===== config.mk =====
export PLATFORM = sky130hd
export DESIGN_NAME = debounce_bank
export DESIGN_NICKNAME = d
export VERILOG_FILES = /design/src/rtl/debounce_pkg.sv /design/src/rtl/debounce_ch.sv /design/src/rtl/debounce_bank.sv
export SDC_FILE = /design/constraint.sdc
export NUM_CORES = 1
export LEC_CHECK = 0
export CAP_MARGIN = 20
export CORE_MARGIN = 3
export CORE_UTILIZATION = 57
export DETAILED_ROUTE_END_ITERATION = 8
export PLACE_DENSITY = 0.79
export SLEW_MARGIN = 40
export SYNTH_ARGS = -nofsm -noshare
export SYNTH_HDL_FRONTEND = slang
export SYNTH_SLANG_ARGS = --single-unit

===== constraint.sdc =====
create_clock -name clk -period 2.2 [get_ports clk]
set_clock_uncertainty 0.15 [all_clocks]
set_input_delay 0.33 -clock clk [delete_from_list [all_inputs] [get_ports clk]]
set_output_delay 0.33 -clock clk [all_outputs]
set_load 0.05 [all_outputs]

===== src/rtl/debounce_pkg.sv =====
`default_nettype none
// ============================================================================
//  Module      : debounce_pkg
//  Description : Shared defaults and width helper for the debounce bank.
//  Revision    : 1.0 - initial release
// ============================================================================
package debounce_pkg;

   localparam int c_def_sync   = 2;
   localparam int c_def_stable = 255;
   localparam int c_def_hold   = 0;

   // Bits needed to hold values 0..value-1 (matches $clog2 semantics).
   function automatic int clog2(input int value);
      int r;
      r = 0;
      for (int i = 0; i < 31; i++) begin
         if ((1 << i) < value) begin
            r = i + 1;
         end
      end
      return r;
   endfunction

endpackage
`default_nettype wire


===== src/rtl/debounce_ch.sv =====
`default_nettype none
// ============================================================================
//  Module      : debounce_ch
//  Description : One debounce channel: synchroniser, stable-time filter,
//                edge pulses and optional long-press pulse.
//  Revision    : 1.0 - initial release
// ============================================================================
module debounce_ch
   import debounce_pkg::*;
#(
   parameter int SYNC   = c_def_sync,
   parameter int STABLE = c_def_stable,
   parameter int HOLD   = c_def_hold
)(
   input  logic clk,
   input  logic rst,
   input  logic d,
   output logic q,
   output logic rise,
   output logic fall,
   output logic hold
);

   localparam int                  c_cnt_w  = (clog2(STABLE + 1) < 1) ? 1 : clog2(STABLE + 1);
   localparam logic [c_cnt_w-1:0]  c_stable = c_cnt_w'(STABLE);

   logic [SYNC-1:0]    r_sync;
   logic               r_dr;
   logic [c_cnt_w-1:0] r_cnt;
   logic               w_s;
   logic               w_chg;

   assign w_s   = r_sync[SYNC-1];
   assign w_chg = w_s ^ r_dr;

   always_ff @(posedge clk or posedge rst) begin
      if (rst) begin
         r_sync <= '0;
         r_dr   <= 1'b0;
         r_cnt  <= '0;
         q      <= 1'b0;
         rise   <= 1'b0;
         fall   <= 1'b0;
      end else begin
         r_sync <= {r_sync[SYNC-2:0], d};
         r_dr   <= w_s;

         // Any movement of the synchronised input restarts the stable window.
         if (w_chg) begin
            r_cnt <= '0;
         end else if (r_cnt != c_stable) begin
            r_cnt <= r_cnt + 1'b1;
         end

         if (r_cnt == c_stable && r_dr != q) begin
            q    <= r_dr;
            rise <= r_dr;
            fall <= ~r_dr;
         end else begin
            rise <= 1'b0;
            fall <= 1'b0;
         end
      end
   end

   if (HOLD > 0) begin : g_hold
      localparam int                  c_hold_w  = (clog2(HOLD + 1) < 1) ? 1 : clog2(HOLD + 1);
      localparam logic [c_hold_w-1:0] c_hold    = c_hold_w'(HOLD);
      localparam logic [c_hold_w-1:0] c_hold_m1 = c_hold_w'(HOLD - 1);

      logic [c_hold_w-1:0] r_hcnt;

      // Counter saturates at HOLD so the pulse fires once per press.
      always_ff @(posedge clk or posedge rst) begin
         if (rst) begin
            r_hcnt <= '0;
            hold   <= 1'b0;
         end else begin
            if (!q) begin
               r_hcnt <= '0;
            end else if (r_hcnt != c_hold) begin
               r_hcnt <= r_hcnt + 1'b1;
            end
            hold <= q && (r_hcnt == c_hold_m1);
         end
      end
   end else begin : g_no_hold
      assign hold = 1'b0;
   end

endmodule
`default_nettype wire


===== src/rtl/debounce_bank.sv =====
`default_nettype none
// ============================================================================
//  Module      : debounce_bank
//  Description : CH independent switch debouncers with rise/fall/hold pulses.
//  Revision    : 1.0 - initial release
// ============================================================================
module debounce_bank
   import debounce_pkg::*;
#(
   parameter int CH     = 4,
   parameter int SYNC   = c_def_sync,
   parameter int STABLE = c_def_stable,
   parameter int HOLD   = c_def_hold
)(
   input  logic          clk,
   input  logic          rst,
   input  logic [CH-1:0] d,
   output logic [CH-1:0] q,
   output logic [CH-1:0] rise,
   output logic [CH-1:0] fall,
   output logic [CH-1:0] hold
);

   for (genvar i = 0; i < CH; i++) begin : g_ch
      debounce_ch #(
         .SYNC   (SYNC),
         .STABLE (STABLE),
         .HOLD   (HOLD)
      ) u_ch (
         .clk  (clk),
         .rst  (rst),
         .d    (d[i]),
         .q    (q[i]),
         .rise (rise[i]),
         .fall (fall[i]),
         .hold (hold[i])
      );
   end

endmodule
`default_nettype wire


==> impl_metrics.sql, run 1 <==
INSERT INTO impl_metrics (metric_group, metric, value, unit) VALUES
('grt', 'number_of_antenna_violations_at_the_first_check_in_global_routing', '0', ''),
('floorplan', 'std_cell_rows', '24', ''),
('logic_synthesis', 'synth_seq_cells', '56', ''),
('detailed_routing', 'post-route-drc-count', '0', ''),
('pwr', 'p_seq_frac', '0.636', ''),
('critical_path', 'timing.critical_path.slowest_cell_delay', '0.82', 'ns'),
('clocking', 'post-cts-setup-buffer-count', '0', ''),
('clocking', 'numCtsBuffers', '5', ''),
('critical_path', 'worstRegToRegCells', '4', ''),
('logic_synthesis', 'synthesis.yosys.warnings', '0', ''),
('floorplan', 'dieArea', '0.005513', 'sq mm'),
('placed_design', 'finalWeightedCongestion', '0.8389', ''),
('sta', 'post-route-period-util', '0.9068', ''),
('status', 'run_status', 'completed', ''),
('sta', 'maxSlewHeadroom', '0.5991', ''),
('logic_synthesis', 'synth_cell_type_count', '45', ''),
('critical_path', 'crit_type', 'flip-flop to output port', ''),
('pwr', 'netSwitchingFraction', '0.2440', ''),
('detailed_routing', 'wl_per_cell', '14.63', 'um'),
('pwr', 'switchingPower', '431.5', 'uW'),
('logic_synthesis', 'number_of_synthesized_flops_with_an_enable_pin', '0', ''),
('sta', 'period_minus_slack', '1.995', 'ns'),
('pwr', 'pwr-share-clk', '0.281', ''),
('sta', 'hold_violations', '0', ''),
('detailed_routing', 'first_pass_iters', '5', ''),
('critical_path', 'timing.critical_path.from_type', 'flip-flop', ''),
('detailed_routing', 'detailroute.via_count', '1742', ''),
('critical_path', 'critical-path-slowest-cell', 'sky130_fd_sc_hd__clkdlybuf4s50_1', ''),
('layout', 'layout_cells_sized_above_1', '0.1059', ''),
('layout', 'synthToLayoutAreaGrowth', '5.985', '%'),
('detailed_routing', 'postRouteAntennaNets', '0', ''),
('critical_path', 'cp.depth', '1', ''),
('clocking', 'cts-hold-fix-buffers', '0', ''),
('critical_path', 'critical_path_buf_inv_count', '1', ''),
('grt', 'via_count_of_the_first_global_routing_pass', '1602', ''),
('sta', 'maxClockFrequency', '501.3', 'MHz'),
('pwr', 'power_leakage', '0.001231', 'uW'),
('floorplan', 'horizontal_die_dimension', '74.25', 'um'),
('critical_path', 'path_delay_family', 'buffers and inverters', ''),
('sta', 'setup_viol', '0', ''),
('sta', 'worst_slew_pin_tran', '0.5994', 'ns'),
('critical_path', 'worstSetupEndpointType', 'output port', ''),
('grt', 'grt_max_degree', '57', ''),
('sta', 'final.setup.tns', '0', 'ns'),
('floorplan', 'core_area', '0.004414', 'sq mm'),
('pwr', 'overall_power_consumption', '1768', 'uW'),
('logic_synthesis', 'async_flop_share', '1.000', ''),
('logic_synthesis', 'avgSynthCellArea', '11.40', 'sq um'),
('placed_design', 'post-dp-hpwl', '2.904', 'mm'),
('clocking', 'maximum_buffer_depth_of_the_clock_tree', '2', ''),
('pwr', 'power-per-cell-area', '628.3', 'mW/mm^2'),
('grt', 'global_route_wire_length_before_repair', '7.238', 'mm'),
('worst_hold_path', 'timing.hold.worst.class', 'flip-flop to flip-flop', ''),
('detailed_routing', 'iter_0_drt_violations', '147', ''),
('layout', 'insertedDiodeCount', '0', ''),
('clocking', 'cts_root_buffer', 'sky130_fd_sc_hd__clkbuf_8', ''),
('grt', 'grt.total_usage', '0.1718', ''),
('placed_design', 'port-buffer-count', '17', ''),
('sta', 'grt_setup_unrepaired', 'no', ''),
('logic_synthesis', 'dominantRegCellSynth', 'sky130_fd_sc_hd__dfrtp_1', ''),
('grt', 'overflow_after_grt', '0', ''),
('floorplan', 'initial_utilization', '0.6015', ''),
('worst_hold_path', 'holdPathStages', '0', ''),
('critical_path', 'worstPathCellList', 'clkdlybuf4s50_1', ''),
('sta', 'fin_worst_hold_slack', '0.2054', 'ns'),
('run', 'max_cap_viols', '0', ''),
('clocking', 'tritoncts_clock_tree', 'yes', ''),
('logic_synthesis', 'synthesis.instances', '233', ''),
('pwr', 'cell_internal_pwr', '1337', 'uW'),
('clocking', 'cts-resized-gates', '0', ''),
('pwr', 'p_comb_frac', '0.083', '');
stage by stage:
| step | cells | setup slack (ns) | util | area (sq um) |
|---|---|---|---|---|
| 3_5_place_dp | 283 | 0.5293 | 0.6219 | 2745 |
| 6_report | 288 | 0.2051 | 0.6375 | 2814 |
| 2_1_floorplan | 236 | 0.3487 | - | 2666 |
| 4_1_cts | 288 | 0.1876 | 0.6375 | 2814 |
| 3_3_place_gp | 283 | 0.5472 | 0.6219 | 2745 |
| 5_1_grt | 288 | 0.1326 | 0.6375 | 2814 |
flip-flops by register name, summed over array words and instances, names as in the netlist:
name / cells
g_ch.u_ch.rise: 4
g_ch.u_ch.fall: 4
g_ch.u_ch.r_cnt: 32
g_ch.u_ch.q: 4
g_ch.u_ch.r_sync: 8
g_ch.u_ch.r_dr: 4
power by group through the flow:
stage                     clock [uW]  sequential (uW)  combinational [uW]
after floorplan                    0             1130                 121
after global placement             0             1140                 148
after detailed placement           0             1140                 150
after CTS                        520             1120                 150
after global routing             557             1130                 171
final                            497             1120                 146
cells in the mapped netlist, drive strengths merged (2+ instances only):
| library cell | instances | area share |
|---|---|---|
| a21oi | 13 | 0.025 |
| a211oi | 8 | 0.025 |
| inv | 2 | 0.0028 |
| a311oi | 2 | 0.0090 |
| nor2b | 2 | 0.0047 |
| nor2 | 3 | 0.0042 |
| buf | 23 | 0.066 |
| ha | 4 | 0.019 |
| nand2b | 2 | 0.0047 |
| and4 | 6 | 0.024 |
| a31oi | 10 | 0.024 |
| dfrtp | 56 | 0.53 |
| nor3b | 9 | 0.025 |
| a41oi | 3 | 0.0099 |
| and3 | 7 | 0.018 |
| o21ai | 10 | 0.020 |
| a21boi | 3 | 0.0085 |
| mux2 | 4 | 0.023 |
| nand3 | 11 | 0.021 |
| nor3 | 13 | 0.025 |
| nand2 | 15 | 0.031 |
| nand4 | 6 | 0.014 |
| xnor2 | 3 | 0.0099 |
| xor2 | 4 | 0.013 |
| mux2i | 3 | 0.011 |
layout make-up:
type                            count  area (sq um)
Clock buffer                        5         68.82
Tap cell                           52         65.06
Sequential cell                    56          1401
Fill cell                         370          1600
Multi-Input combinational cell    155          1081
Timing Repair Buffer               18         190.2
Inverter                            2         7.507
routing by layer:
layer / global-route usage / share of wire / wire length (um)
met4: 0.07708 / 0.019 / 79
met1: 0.2302 / 0.48 / 2015
met3: 0.04189 / 0.041 / 173
met2: 0.2667 / 0.46 / 1943
met5: 0 / 0 / 0
logic make-up (layout without fill, tap and decap cells):
logic type      Yosys count  in the layout  synth area share
buf+inv                  25             25           0.06927
fa+ha+maj                 4              4           0.01885
other cells               1              4          0.001412
simple gates             79             79            0.1876
xor+xnor                  7              7           0.02309
mux                       7              7           0.03393
compound gates           54             54            0.1381
flops                    56             56            0.5278
placed cells by master (no fill, tap or decap), types with 2 or more instances in the layout:
master,count
sky130_fd_sc_hd__a21boi_0,3
sky130_fd_sc_hd__clkdlybuf4s50_1,17
sky130_fd_sc_hd__and4_4,4
sky130_fd_sc_hd__a31oi_1,10
sky130_fd_sc_hd__mux2_4,4
sky130_fd_sc_hd__ha_1,4
sky130_fd_sc_hd__nor2_1,3
sky130_fd_sc_hd__mux2i_1,3
sky130_fd_sc_hd__a211oi_1,7
sky130_fd_sc_hd__nand3_1,11
sky130_fd_sc_hd__nand2b_1,2
sky130_fd_sc_hd__nand4_1,6
sky130_fd_sc_hd__clkbuf_8,5
sky130_fd_sc_hd__nor2b_1,2
sky130_fd_sc_hd__and3_1,6
sky130_fd_sc_hd__nor3b_1,9
sky130_fd_sc_hd__a41oi_1,3
sky130_fd_sc_hd__o21ai_0,9
sky130_fd_sc_hd__nor3_1,13
sky130_fd_sc_hd__and4_1,2
sky130_fd_sc_hd__nand2_1,11
sky130_fd_sc_hd__dfrtp_1,56
sky130_fd_sc_hd__a21oi_1,13
sky130_fd_sc_hd__nand2_4,3
sky130_fd_sc_hd__conb_1,4
sky130_fd_sc_hd__xnor2_1,3
sky130_fd_sc_hd__xor2_1,4
path summary, 6_finish.rpt:
kind / from / to / slack [ns]
worst max-delay path: g_ch[3].u_ch.q$_DFFE_PP0P_ / q[3] / 0.21
worst min-delay path: g_ch[1].u_ch.r_sync[0]$_DFF_PP0_ / g_ch[1].u_ch.r_sync[1]$_DFF_PP0_ / 0.21
worst max register to register: g_ch[0].u_ch.r_cnt[0]$_DFFE_PP0P_ / g_ch[0].u_ch.q$_DFFE_PP0P_ / 0.56
worst min register to register: g_ch[1].u_ch.r_sync[0]$_DFF_PP0_ / g_ch[1].u_ch.r_sync[1]$_DFF_PP0_ / 0.21
max in group asynchronous: rst / g_ch[0].u_ch.r_cnt[0]$_DFFE_PP0P_ / 1.44
min in group asynchronous: rst / g_ch[3].u_ch.q$_DFFE_PP0P_ / 0.24
Note: power is estimated with default switching activity, not from simulation.
==> run 2: changes to the inputs <==
--- a/config.mk
+++ b/config.mk
@@ -5,11 +5,12 @@
 export SDC_FILE = /design/constraint.sdc
 export NUM_CORES = 1
 export LEC_CHECK = 0
+export ABC_AREA = 1
 export CAP_MARGIN = 20
 export CORE_MARGIN = 3
 export CORE_UTILIZATION = 57
 export DETAILED_ROUTE_END_ITERATION = 8
-export PLACE_DENSITY = 0.79
+export PLACE_DENSITY = 0.78
 export SLEW_MARGIN = 40
 export SYNTH_ARGS = -nofsm -noshare
 export SYNTH_HDL_FRONTEND = slang
==> impl_metrics.sql, run 2 <==
INSERT INTO impl_metrics (metric_group, metric, value, unit) VALUES
('placed_design', 'finalWeightedCongestion', '0.8282', ''),
('grt', 'overflow_after_grt', '0', ''),
('critical_path', 'worstPathCellList', 'clkdlybuf4s50_1', ''),
('clocking', 'clk-insertion-delay-late', '0.30', 'ns'),
('layout', 'insertedDiodeCount', '0', ''),
('sta', 'maxSlewHeadroom', '0.5939', ''),
('clocking', 'cts-resized-gates', '0', ''),
('worst_hold_path', 'timing.hold.worst.class', 'flip-flop to flip-flop', ''),
('critical_path', 'worstSetupEndpointType', 'output port', ''),
('logic_synthesis', 'synth_cell_type_count', '25', ''),
('logic_synthesis', 'synthesis.yosys.warnings', '0', ''),
('logic_synthesis', 'synth-adder-area-share', '0.01826', ''),
('layout', 'reg.largest.list', 'g_ch.u_ch.r_cnt (32), g_ch.u_ch.r_sync (8)', ''),
('clocking', 'maximum_buffer_depth_of_the_clock_tree', '2', ''),
('detailed_routing', 'postRouteAntennaNets', '0', ''),
('clocking', 'cts.reportedPaths.clkPinSlew', '0.09', 'ns'),
('critical_path', 'crit_type', 'flip-flop to output port', ''),
('logic_synthesis', 'yosysTopAreaCellShare', '0.5114', ''),
('logic_synthesis', 'avgSynthCellArea', '9.014', 'sq um'),
('status', 'run_status', 'completed', ''),
('sta', 'final.setup.tns', '0', 'ns'),
('sta', 'maxClockFrequency', '497.1', 'MHz'),
('logic_synthesis', 'post_synth_main_area_contributors', 'sky130_fd_sc_hd__dfrtp_1 (51%), sky130_fd_sc_hd__nand2_1 (12%), sky130_fd_sc_hd__nand3_1 (6.9%), sky130_fd_sc_hd__buf_4 (5.5%), sky130_fd_sc_hd__inv_1 (3.2%)', ''),
('sta', 'fin_worst_hold_slack', '0.2041', 'ns'),
('grt', 'number_of_antenna_violations_at_the_first_check_in_global_routing', '0', ''),
('pwr', 'overall_power_consumption', '1865', 'uW'),
('logic_synthesis', 'async_flop_share', '1.000', ''),
('clocking', 'tritoncts_clock_tree', 'yes', ''),
('logic_synthesis', 'synth_seq_cells', '56', ''),
('critical_path', 'critical-path-slowest-cell', 'sky130_fd_sc_hd__clkdlybuf4s50_1', ''),
('floorplan', 'core_area', '0.004504', 'sq mm'),
('critical_path', 'timing.critical_path.slowest_cell_delay', '0.82', 'ns'),
('detailed_routing', 'detailroute.via_count', '1882', ''),
('sta', 'period_minus_slack', '2.012', 'ns'),
('sta', 'post-route-period-util', '0.9144', ''),
('critical_path', 'timing.critical_path.from', 'g_ch[1].u_ch.q$_DFFE_PP0P_', ''),
('grt', 'via_count_of_the_first_global_routing_pass', '1806', ''),
('critical_path', 'worst-endpoint-arrival', '1.53', 'ns'),
('floorplan', 'io_pins', '22', ''),
('critical_path', 'worst-endpoint-required', '1.72', 'ns'),
('layout', 'top_register', 'g_ch.u_ch.r_cnt', ''),
('grt', 'grt_max_degree', '29', ''),
('critical_path', 'cp_max_fo', '4', ''),
('floorplan', 'horizontal_die_dimension', '75.34', 'um'),
('sta', 'hold_violations', '0', ''),
('floorplan', 'initial_utilization', '0.6083', ''),
('pwr', 'irDropWorstVdd', '0.0003716', 'V'),
('logic_synthesis', 'seq_area_frac_synth', '0.5114', ''),
('layout', 'leading_cell_type_in_the_layout_fill_and_taps_excluded', 'sky130_fd_sc_hd__nand2_1', ''),
('logic_synthesis', 'dominantRegCellSynth', 'sky130_fd_sc_hd__dfrtp_1', ''),
('clocking', 'clock_sink_count', '56', ''),
('pwr', 'power_leakage', '0.001524', 'uW'),
('logic_synthesis', 'syn-cell-area', '0.002740', 'sq mm'),
('logic_synthesis', 'area_fraction_in_compound_gates_after_synthesis', '0.02740', ''),
('floorplan', 'std_cell_rows', '24', ''),
('layout', 'final_net_count', '326', ''),
('logic_synthesis', 'synth.mux.area_fraction', '0', ''),
('sta', 'worst_slew_pin_tran', '0.6062', 'ns'),
('critical_path', 'timing.critical_path.from_type', 'flip-flop', ''),
('clocking', 'htree_levels', '2', ''),
('clocking', 'post-cts-setup-buffer-count', '0', ''),
('layout', 'layout_cells_sized_above_1', '0.1230', ''),
('floorplan', 'fp.dieH', '75.34', 'um'),
('logic_synthesis', 'combinational_family_with_the_most_area_after_synthesis', 'simple AND/OR/NAND/NOR gates', ''),
('logic_synthesis', 'yosys-top-cells-count', 'sky130_fd_sc_hd__nand2_1 (84), sky130_fd_sc_hd__dfrtp_1 (56), sky130_fd_sc_hd__nand3_1 (38)', ''),
('sta', 'grt_setup_unrepaired', 'no', ''),
('clocking', 'numCtsBuffers', '5', ''),
('detailed_routing', 'wl_per_cell', '11.74', 'um'),
('detailed_routing', 'post-route-drc-count', '0', ''),
('floorplan', 'dieArea', '0.005675', 'sq mm'),
('clocking', 'cts-hold-fix-buffers', '0', ''),
('placed_design', 'port-buffer-count', '17', ''),
('run', 'max_cap_viols', '0', ''),
('pwr', 'power-per-cell-area', '628.4', 'mW/mm^2'),
('placed_design', 'dpl.cell_count', '361', ''),
('detailed_routing', 'iter_0_drt_violations', '158', ''),
('detailed_routing', 'routed_wl', '4.333', 'mm'),
('placed_design', 'post-dp-hpwl', '3.194', 'mm'),
('logic_synthesis', 'cell_type_contributing_the_most_total_cell_area_after_synthesis', 'sky130_fd_sc_hd__dfrtp_1', ''),
('logic_synthesis', 'number_of_synthesized_flops_with_an_enable_pin', '0', ''),
('layout', 'most_frequent_cells_in_the_layout', 'sky130_fd_sc_hd__nand2_1 (84), sky130_fd_sc_hd__dfrtp_1 (56), sky130_fd_sc_hd__nand3_1 (38), sky130_fd_sc_hd__nor2_1 (23), sky130_fd_sc_hd__inv_1 (22)', ''),
('logic_synthesis', 'post-synth-top-count-cell', 'sky130_fd_sc_hd__nand2_1', ''),
('layout', 'synthToLayoutAreaGrowth', '8.311', '%'),
('layout', 'final-instance-count-excl-fill', '369', ''),
('critical_path', 'critical_path_buf_inv_count', '1', ''),
('clocking', 'cts_root_buffer', 'sky130_fd_sc_hd__clkbuf_8', ''),
('worst_hold_path', 'worst_hold_startpoint', 'g_ch[3].u_ch.r_sync[0]$_DFF_PP0_', ''),
('critical_path', 'path_delay_family', 'buffers and inverters', ''),
('sta', 'final_max_slew_viol_count', '0', ''),
('critical_path', 'timing.rr.start', 'g_ch[1].u_ch.r_cnt[0]$_DFFE_PP0P_', ''),
('detailed_routing', 'avgViaCountPerCell', '5.100', ''),
('logic_synthesis', 'synth_xor_xnor_area_share', '0.01553', ''),
('grt', 'grt.total_usage', '0.1703', ''),
('logic_synthesis', 'yosys.area_share.simple', '0.3397', ''),
('grt', 'global_route_wire_length_before_repair', '7.590', 'mm'),
('layout', 'largest_register_ff_count', '32', ''),
('sta', 'setup_viol', '0', ''),
('logic_synthesis', 'synthesis.instances', '304', ''),
('detailed_routing', 'first_pass_iters', '4', '');
-- run 2: per-layer routing --
metal	vias up	track usage	part of all wire	routed length [um]
met5	-	0	0	0
met4	0	0.04660	0.0081	35
met3	5	0.03166	0.025	109
met2	22	0.2915	0.48	2092
met1	871	0.2231	0.48	2096
li1	984	-	-	-
-- run 2: cell families (layout without fill, tap and decap cells) --
group	after synthesis	count (layout)
adders and majority gates	4	4
AOI/OAI and AO/OA	12	12
other	1	4
buffers and inverters	43	53
DFF	56	56
xor gates and xnor gates	4	4
and+or+nand+nor	184	184
-- run 2: power by group --
part	internal [uW]	total, uW	leakage [uW]	switching, uW
clock	256	571	0.0000445	314
sequential	1070	1120	0.000744	45.1
combinational	67.8	175	0.000735	107
total	1400	1860	0.00152	466
-- run 2: layout make-up --
| type | instances | area, sq um |
|---|---|---|
| fill | 357 | 1536 |
| sequential | 56 | 1401 |
| multi-input combinational | 208 | 1114 |
| timing repair buffer | 22 | 207.7 |
| clock buffer | 7 | 86.33 |
| inverter | 23 | 86.33 |
| tap | 52 | 65.06 |
| clock inverter | 1 | 7.507 |
-- run 2: path summary, 6_finish.rpt --
check / endpoint / slack, ns / cells past startpoint
setup reg to reg: g_ch[1].u_ch.rise$_DFF_PP0_ / 0.70 / 5
setup / recovery: q[1] / 0.19 / 1
hold reg to reg: g_ch[3].u_ch.r_sync[1]$_DFF_PP0_ / 0.20 / 0
max in group asynchronous: g_ch[3].u_ch.q$_DFFE_PP0P_ / 1.39 / 3
min in group asynchronous: g_ch[2].u_ch.r_sync[1]$_DFF_PP0_ / 0.25 / 3
hold / removal: g_ch[3].u_ch.r_sync[1]$_DFF_PP0_ / 0.20 / 0
-- run 2: through the flow --
| stage | utilization | setup WS (ns) | area (sq um) |
|---|---|---|---|
| 2_1_floorplan | - | 0.3487 | 2751 |
| 3_3_place_gp | 0.6381 | 0.5282 | 2874 |
| 3_5_place_dp | 0.6381 | 0.5165 | 2874 |
| 4_1_cts | 0.6589 | 0.1723 | 2968 |
| 5_1_grt | 0.6589 | 0.1148 | 2968 |
| 6_report | 0.6589 | 0.1883 | 2968 |
